===== src/rtl/lsu_buffered_if.sv =====
// lsu_buffered_if: execute op, data-memory bus, writeback and exception signals of the load/store unit
interface lsu_buffered_if #(parameter int XLEN = 32);
  logic            in_valid;
  logic            in_ready;
  logic            in_is_store;
  logic [1:0]      in_size;
  logic            in_unsigned;
  logic [XLEN-1:0] in_addr;
  logic [XLEN-1:0] in_wdata;
  logic [4:0]      in_rd_addr;
  logic            mem_req_valid;
  logic            mem_req_ready;
  logic            mem_req_we;
  logic [XLEN-1:0] mem_req_addr;
  logic [XLEN-1:0] mem_req_wdata;
  logic [3:0]      mem_req_be;
  logic            mem_rsp_valid;
  logic [XLEN-1:0] mem_rsp_rdata;
  logic            wb_valid;
  logic [4:0]      wb_rd_addr;
  logic [XLEN-1:0] wb_data;
  logic            exc_valid;
  logic [XLEN-1:0] exc_addr;
  logic            sb_empty;
  modport master (
    input  in_valid, in_is_store, in_size, in_unsigned, in_addr, in_wdata, in_rd_addr,
           mem_req_ready, mem_rsp_valid, mem_rsp_rdata,
    output in_ready, mem_req_valid, mem_req_we, mem_req_addr, mem_req_wdata, mem_req_be,
           wb_valid, wb_rd_addr, wb_data, exc_valid, exc_addr, sb_empty
  );
  modport slave (
    output in_valid, in_is_store, in_size, in_unsigned, in_addr, in_wdata, in_rd_addr,
           mem_req_ready, mem_rsp_valid, mem_rsp_rdata,
    input  in_ready, mem_req_valid, mem_req_we, mem_req_addr, mem_req_wdata, mem_req_be,
           wb_valid, wb_rd_addr, wb_data, exc_valid, exc_addr, sb_empty
  );
endinterface


===== src/rtl/lsu_buffered.sv =====
// lsu_buffered: load/store unit with posted store buffer, byte lanes, misalignment traps and registered writeback
module lsu_buffered #(
  parameter int XLEN     = 32,
  parameter int SB_DEPTH = 4
) (
  input logic            clk,
  input logic            rst,
  lsu_buffered_if.master bus
);
  localparam int PW = $clog2(SB_DEPTH);
  localparam int EW = 2 * XLEN + 4;
  typedef enum logic [1:0] {IDLE, WAIT_SB, LD_REQ, LD_RSP} state_e;
  state_e                      state_q, state_d;
  logic [SB_DEPTH-1:0][EW-1:0] sb_q, sb_d;
  logic [PW-1:0]               head_q, head_d, tail_q, tail_d;
  logic [PW:0]                 cnt_q, cnt_d;
  logic [XLEN-1:0]             ld_addr_q, ld_addr_d;
  logic [1:0]                  ld_size_q, ld_size_d;
  logic                        ld_uns_q, ld_uns_d;
  logic [4:0]                  ld_rd_q, ld_rd_d;
  logic                        wb_valid_q, wb_valid_d;
  logic [4:0]                  wb_rd_q, wb_rd_d;
  logic [XLEN-1:0]             wb_data_q, wb_data_d;
  logic                        exc_valid_q, exc_valid_d;
  logic [XLEN-1:0]             exc_addr_q, exc_addr_d;
  logic                        sb_full, mis, accept, push, pop, ld_acc, sb_issue, ld_issue, rsp;
  logic [XLEN-1:0]             lane_wdata, shifted, ld_ext;
  logic [3:0]                  lane_be;
  logic [EW-1:0]               head_e;
  always_comb begin
    sb_full = cnt_q == (PW+1)'(SB_DEPTH);
    mis = bus.in_size == 2'd1 ? bus.in_addr[0] : bus.in_size[1] & (bus.in_addr[1:0] != 2'd0);
    bus.in_ready = (state_q == IDLE) & (!bus.in_is_store | !sb_full | mis);
    accept = bus.in_valid & bus.in_ready;
    push = accept & bus.in_is_store & !mis;
    ld_acc = accept & !bus.in_is_store & !mis;
    lane_wdata = bus.in_size == 2'd0 ? {4{bus.in_wdata[7:0]}} :
                 bus.in_size == 2'd1 ? {2{bus.in_wdata[15:0]}} : bus.in_wdata;
    lane_be = bus.in_size == 2'd0 ? 4'b0001 << bus.in_addr[1:0] :
              bus.in_size == 2'd1 ? 4'b0011 << bus.in_addr[1:0] : 4'b1111;
    sb_issue = ((state_q == IDLE) | (state_q == WAIT_SB)) & (cnt_q != '0);
    ld_issue = state_q == LD_REQ;
    pop = sb_issue & bus.mem_req_ready;
    cnt_d = cnt_q + (PW+1)'(push) - (PW+1)'(pop);
    head_d = head_q + PW'(pop);
    tail_d = tail_q + PW'(push);
    sb_d = sb_q;
    if (push) sb_d[tail_q] = {bus.in_addr[XLEN-1:2], 2'b00, lane_wdata, lane_be};
    head_e = sb_q[head_q];
    bus.mem_req_valid = sb_issue | ld_issue;
    bus.mem_req_we = sb_issue;
    bus.mem_req_addr = ld_issue ? {ld_addr_q[XLEN-1:2], 2'b00} : sb_issue ? head_e[EW-1 -: XLEN] : '0;
    bus.mem_req_wdata = sb_issue ? head_e[XLEN+3:4] : '0;
    bus.mem_req_be = ld_issue ? 4'b1111 : sb_issue ? head_e[3:0] : 4'b0000;
    rsp = (state_q == LD_RSP) & bus.mem_rsp_valid;
    shifted = bus.mem_rsp_rdata >> {ld_addr_q[1:0], 3'b000};
    ld_ext = ld_size_q == 2'd0 ? {{(XLEN-8){~ld_uns_q & shifted[7]}}, shifted[7:0]} :
             ld_size_q == 2'd1 ? {{(XLEN-16){~ld_uns_q & shifted[15]}}, shifted[15:0]} : shifted;
    ld_addr_d = ld_acc ? bus.in_addr : ld_addr_q;
    ld_size_d = ld_acc ? bus.in_size : ld_size_q;
    ld_uns_d = ld_acc ? bus.in_unsigned : ld_uns_q;
    ld_rd_d = ld_acc ? bus.in_rd_addr : ld_rd_q;
    wb_valid_d = rsp;
    wb_rd_d = rsp ? ld_rd_q : wb_rd_q;
    wb_data_d = rsp ? ld_ext : wb_data_q;
    exc_valid_d = accept & mis;
    exc_addr_d = exc_valid_d ? bus.in_addr : exc_addr_q;
    state_d = state_q == IDLE    ? (ld_acc ? (cnt_d == '0 ? LD_REQ : WAIT_SB) : IDLE) :
              state_q == WAIT_SB ? (cnt_d == '0 ? LD_REQ : WAIT_SB) :
              state_q == LD_REQ  ? (bus.mem_req_ready ? LD_RSP : LD_REQ) :
                                   (bus.mem_rsp_valid ? IDLE : LD_RSP);
    bus.wb_valid = wb_valid_q;
    bus.wb_rd_addr = wb_rd_q;
    bus.wb_data = wb_data_q;
    bus.exc_valid = exc_valid_q;
    bus.exc_addr = exc_addr_q;
    bus.sb_empty = cnt_q == '0;
  end
  always_ff @(posedge clk or posedge rst) begin
    if (rst) begin
      state_q <= IDLE;
      sb_q <= '0;
      head_q <= '0;
      tail_q <= '0;
      cnt_q <= '0;
      ld_addr_q <= '0;
      ld_size_q <= '0;
      ld_uns_q <= 1'b0;
      ld_rd_q <= '0;
      wb_valid_q <= 1'b0;
      wb_rd_q <= '0;
      wb_data_q <= '0;
      exc_valid_q <= 1'b0;
      exc_addr_q <= '0;
    end else begin
      state_q <= state_d;
      sb_q <= sb_d;
      head_q <= head_d;
      tail_q <= tail_d;
      cnt_q <= cnt_d;
      ld_addr_q <= ld_addr_d;
      ld_size_q <= ld_size_d;
      ld_uns_q <= ld_uns_d;
      ld_rd_q <= ld_rd_d;
      wb_valid_q <= wb_valid_d;
      wb_rd_q <= wb_rd_d;
      wb_data_q <= wb_data_d;
      exc_valid_q <= exc_valid_d;
      exc_addr_q <= exc_addr_d;
    end
  end
endmodule


===== src/flat_wrapper.sv =====
// flat-port wrapper written by rule: the top's interface ports become plain ports
module lsu_buffered_flat 
#(
  parameter int XLEN     = 32,
  parameter int SB_DEPTH = 4
)
  (clk, rst, bus_in_valid, bus_in_is_store, bus_in_size, bus_in_unsigned, bus_in_addr, bus_in_wdata, bus_in_rd_addr, bus_mem_req_ready, bus_mem_rsp_valid, bus_mem_rsp_rdata, bus_in_ready, bus_mem_req_valid, bus_mem_req_we, bus_mem_req_addr, bus_mem_req_wdata, bus_mem_req_be, bus_wb_valid, bus_wb_rd_addr, bus_wb_data, bus_exc_valid, bus_exc_addr, bus_sb_empty);
  lsu_buffered_if #(.XLEN(XLEN)) bus_i ();
  input logic clk;
  input logic rst;
  input wire logic [$bits(bus_i.in_valid)-1:0] bus_in_valid;
  input wire logic [$bits(bus_i.in_is_store)-1:0] bus_in_is_store;
  input wire logic [$bits(bus_i.in_size)-1:0] bus_in_size;
  input wire logic [$bits(bus_i.in_unsigned)-1:0] bus_in_unsigned;
  input wire logic [$bits(bus_i.in_addr)-1:0] bus_in_addr;
  input wire logic [$bits(bus_i.in_wdata)-1:0] bus_in_wdata;
  input wire logic [$bits(bus_i.in_rd_addr)-1:0] bus_in_rd_addr;
  input wire logic [$bits(bus_i.mem_req_ready)-1:0] bus_mem_req_ready;
  input wire logic [$bits(bus_i.mem_rsp_valid)-1:0] bus_mem_rsp_valid;
  input wire logic [$bits(bus_i.mem_rsp_rdata)-1:0] bus_mem_rsp_rdata;
  output wire logic [$bits(bus_i.in_ready)-1:0] bus_in_ready;
  output wire logic [$bits(bus_i.mem_req_valid)-1:0] bus_mem_req_valid;
  output wire logic [$bits(bus_i.mem_req_we)-1:0] bus_mem_req_we;
  output wire logic [$bits(bus_i.mem_req_addr)-1:0] bus_mem_req_addr;
  output wire logic [$bits(bus_i.mem_req_wdata)-1:0] bus_mem_req_wdata;
  output wire logic [$bits(bus_i.mem_req_be)-1:0] bus_mem_req_be;
  output wire logic [$bits(bus_i.wb_valid)-1:0] bus_wb_valid;
  output wire logic [$bits(bus_i.wb_rd_addr)-1:0] bus_wb_rd_addr;
  output wire logic [$bits(bus_i.wb_data)-1:0] bus_wb_data;
  output wire logic [$bits(bus_i.exc_valid)-1:0] bus_exc_valid;
  output wire logic [$bits(bus_i.exc_addr)-1:0] bus_exc_addr;
  output wire logic [$bits(bus_i.sb_empty)-1:0] bus_sb_empty;
  assign bus_i.in_valid = bus_in_valid;
  assign bus_i.in_is_store = bus_in_is_store;
  assign bus_i.in_size = bus_in_size;
  assign bus_i.in_unsigned = bus_in_unsigned;
  assign bus_i.in_addr = bus_in_addr;
  assign bus_i.in_wdata = bus_in_wdata;
  assign bus_i.in_rd_addr = bus_in_rd_addr;
  assign bus_i.mem_req_ready = bus_mem_req_ready;
  assign bus_i.mem_rsp_valid = bus_mem_rsp_valid;
  assign bus_i.mem_rsp_rdata = bus_mem_rsp_rdata;
  assign bus_in_ready = bus_i.in_ready;
  assign bus_mem_req_valid = bus_i.mem_req_valid;
  assign bus_mem_req_we = bus_i.mem_req_we;
  assign bus_mem_req_addr = bus_i.mem_req_addr;
  assign bus_mem_req_wdata = bus_i.mem_req_wdata;
  assign bus_mem_req_be = bus_i.mem_req_be;
  assign bus_wb_valid = bus_i.wb_valid;
  assign bus_wb_rd_addr = bus_i.wb_rd_addr;
  assign bus_wb_data = bus_i.wb_data;
  assign bus_exc_valid = bus_i.exc_valid;
  assign bus_exc_addr = bus_i.exc_addr;
  assign bus_sb_empty = bus_i.sb_empty;
  lsu_buffered #(.XLEN(XLEN), .SB_DEPTH(SB_DEPTH)) u_core (.clk(clk), .rst(rst), .bus(bus_i));
endmodule

===== config.mk =====
export PLATFORM = sky130hd
export DESIGN_NAME = lsu_buffered_flat
export DESIGN_NICKNAME = d
export VERILOG_FILES = /design/src/rtl/lsu_buffered_if.sv /design/src/rtl/lsu_buffered.sv /design/src/flat_wrapper.sv
export SDC_FILE = /design/constraint.sdc
export NUM_CORES = 1
export LEC_CHECK = 0
export BUFFER_PORTS_ARGS = -buffer_cell sky130_fd_sc_hd__clkbuf_2
export CORE_MARGIN = 3
export CORE_UTILIZATION = 62
export DETAILED_ROUTE_END_ITERATION = 7
export PLACE_DENSITY = 0.89
export SYNTH_ARGS = -nofsm -noshare
export SYNTH_HDL_FRONTEND = slang
export SYNTH_SLANG_ARGS = --single-unit

===== constraint.sdc =====
create_clock -name clk -period 28.9 [get_ports clk]
set_input_delay 1.445 -clock clk [delete_from_list [all_inputs] [get_ports clk]]
set_output_delay 1.445 -clock clk [all_outputs]
set_load 0.1 [all_outputs]

==> results.md <==
- Clock buffer depth: 3
- Worst-skew pair later-pin latency: 0.53 ns
- Layout cell share with drive strength beyond 1: between 50 and 60%
- Clk_skew: 0.0173 ns
- Port bufs: 250
- Met2 usage: between 40% and 50%
- Clock buffer count from CTS: 40
- Worst-margin pin slew: ~1.2 ns
- WP data required: between 20 and 30 ns
- # Max-Cap Violations: 0
- Post-route DRC: 0
- Setup TNS: 0 ns
- Post-CTS resize count: 0
- Critical Path Start Type: primary input
- Hold Crit Class: flop to flop
- Worst Hold Launch: u_core.sb_q[148]
- Grt peak-use layer: met2
- Ratio of final minimum period to clock period: roughly 18%
- H-tree Lvls: 2
- Crit end category: output pin
- Met1 Resource Use GR: 35.9%
- Total number of yosys warnings: 0
- All-Layer GR Usage: about a quarter
- Kind of critical path: primary input to output pin
- Post-DP HPWL: 24800 um
- Die X: 174 um
- Core area: roughly 27000 um^2
- Worst flop-to-flop path startpoint: u_core.cnt_q[1]
- Met3 Use GR: 4.76%
- Seq cells post-synth: 384
- Sequential element share of the synthesized area: approximately 55%
- Layout area overhead: 16.3%
- Setup bufs post-CTS: 0
- Drt total wl: 39700 um
- Status: complete, no violations
- Via count: 11000
- Post-CTS Hold Fix Bufs: 0
- Max-slew violation count: 0
- Ant. Diodes: 0
- Row count: 60
- GPL Wtd Cong: ~0.80
- Clock sinks: 384
- Rel. slew slack: around a fifth
- Design Area, Final: between 20000 and 25000 um^2
- Total gr overflow: 0
- Unrepaired setup endpoints after global routing: false
- Initial core utilization: about 64%
- Post-Synthesis Cells: between 1000 and 1500
- Vias per inst: around 6
- Die Y: 174 um
- Cell variety after synth: just under 50
- Wirelength per Cell: ~22 um
- Global-route wire length before repair: 64200 um
- CTS clk-pin slew, worst paths: roughly 0.06 ns
- CTS root buffer: clkbuf_16
- Final setup vio count: 0
- Reg2Reg Setup Slack: roughly 25 ns
- Final hold violations: 0
- Die Area: around 30000 um^2
- Syn Std Cell Area: between 15000 and 20000 um^2
- CP Launch Point: bus_in_size[1]
- Number of iterations in the first detailed-routing pass: 5
- DP Area: about 19000 um^2
- Final ANT Viol Nets: 0
- Final min period: 5.15 ns
- Worst Path Arrival: ~3.7 ns
- IO Pins: 253
- Vias in the first global route: ~12000
- Initial antenna violation count: 2
- Number of DRC markers in iteration 0: about 690
- CTS tree: yes
- NumNets Final: approximately 1500
- Fmax: a little under 0.2 GHz
- Mean Syn Cell Area: about 15 um^2
- CP Max Fanout: 32
- Largest net degree at the start of global routing: about 200
==> state kept, by name, summed over array words and instances, names as in the netlist <==
name / cells
u_core.sb_q: 264
u_core.bus.exc_addr: 32
u_core.bus.wb_data: 32
u_core.ld_addr_q: 32
u_core.bus.wb_rd_addr: 5
u_core.ld_rd_q: 5
u_core.cnt_q: 3
u_core.head_q: 2
u_core.ld_size_q: 2
u_core.state_q: 2
u_core.tail_q: 2
u_core.bus.exc_valid: 1
u_core.bus.wb_valid: 1
u_core.ld_uns_q: 1
==> synth_stat cells (all sizes together) <==
library cell	count	area [um^2]
nor3b	1	7.51
o22ai	3	18.8
a211o	1	8.76
o211ai	1	7.51
nand3b	2	15.0
nor2b	10	62.6
nor3	4	25.0
nand2b	7	43.8
o2bb2ai	6	52.6
a22o	30	263
nand3	2	10.0
fa	1	20.0
and2	39	244
o21ai	13	65.1
xor2	2	17.5
ha	8	100
nor4	2	25.0
or3b	1	8.76
nor2	24	90.1
a21boi	1	7.51
conb	1	3.75
nor4b	3	41.3
a311o	1	10.0
o21a	1	7.51
o41ai	1	8.76
xnor2	2	17.5
o221a	5	56.3
nand4b	1	8.76
mux4	68	1530
buf	49	300
o22a	11	96.3
a21oi	16	80.1
a211oi	7	52.6
or2	4	25.0
mux2	364	4100
inv	10	37.5
clkbuf	31	116
a21o	5	38.8
mux2i	23	230
dfrtp	384	9610
nand2	24	90.1
==> area by class of cell <==
cell class	count	area [um^2]
Clock buffer	65	1230
Clock inverter	8	129
Fill cell	1680	6990
Inverter	10	45.0
Multi-Input combinational cell	696	7550
Sequential cell	384	9620
Tap cell	372	465
Timing Repair Buffer	265	1380
==> cell usage in the layout (no fill, tap or decap), types with 7 or more instances in the layout <==
cell type  synthesis  final
dfrtp_1          384    382
mux2_2           324    324
clkbuf_2           0    250
mux4_2            68     68
clkbuf_16          0     41
mux2_1            40     40
and2_1            39     39
a22o_1            30     30
nand2_1           24     24
mux2i_1           23     23
nor2_1            24     21
a21oi_1           16     15
buf_4             18     14
clkbuf_1          31     13
o21ai_0           12     12
o22a_1            11     11
clkbuf_8           0     11
nor2b_1           10     10
inv_1             10      9
ha_1               8      8
nand2b_1           7      7
a211oi_1           7      7
==> stage by stage <==
stage | setup WS, ns | hold slack [ns] | instances | utilization (%)
after global routing | 23.67 | 0.493 | 1800 | 74.5
after global placement | 23.86 | 0.462 | 1727 | 69.5
after detailed placement | 23.81 | 0.474 | 1727 | 69.5
final | 23.75 | 0.483 | 1800 | 74.5
after floorplan | 16.78 | 0.453 | 1170 | -
after CTS | 23.80 | 0.487 | 1800 | 74.5
==> critical path, cell delays in order <==
cell and delay, ns:
clkbuf_2 0.39, nand3b_1 0.40, nand3_1 0.49, nor2_1 0.13, nor3_1 0.31, clkbuf_2 0.53
==> per-layer routing <==
layer	routed length (um)	share of wire, %
met1	16400	41
met2	19700	50
met3	2550	6.4
met4	954	2.4
met5	21	0.053
==> kinds of logic after synthesis <==
logic type,count (synthesis),synth area share (%)
compound gates,102,4.41
xor+xnor,4,0.200
fa+ha+maj,9,0.684
buf+inv,90,2.59
flops,384,54.7
mux,455,33.4
other cells,1,0.0214
simple gates,124,3.97
==> worst paths after layout <==
path / to / depth (start not counted)
worst max register to register: u_core.state_q[1] / 12
worst max-delay path: bus_in_ready / 6
max in group asynchronous: u_core.head_q[0] / 4
min in group asynchronous: u_core.bus.wb_rd_addr[2] / 2
worst min register to register: u_core.sb_q[148] / 1
worst min-delay path: u_core.sb_q[148] / 1
Power is left out: the tool's default activity adds up to more than one toggle a clock period on the data nets, which glitch-free logic cannot reach.
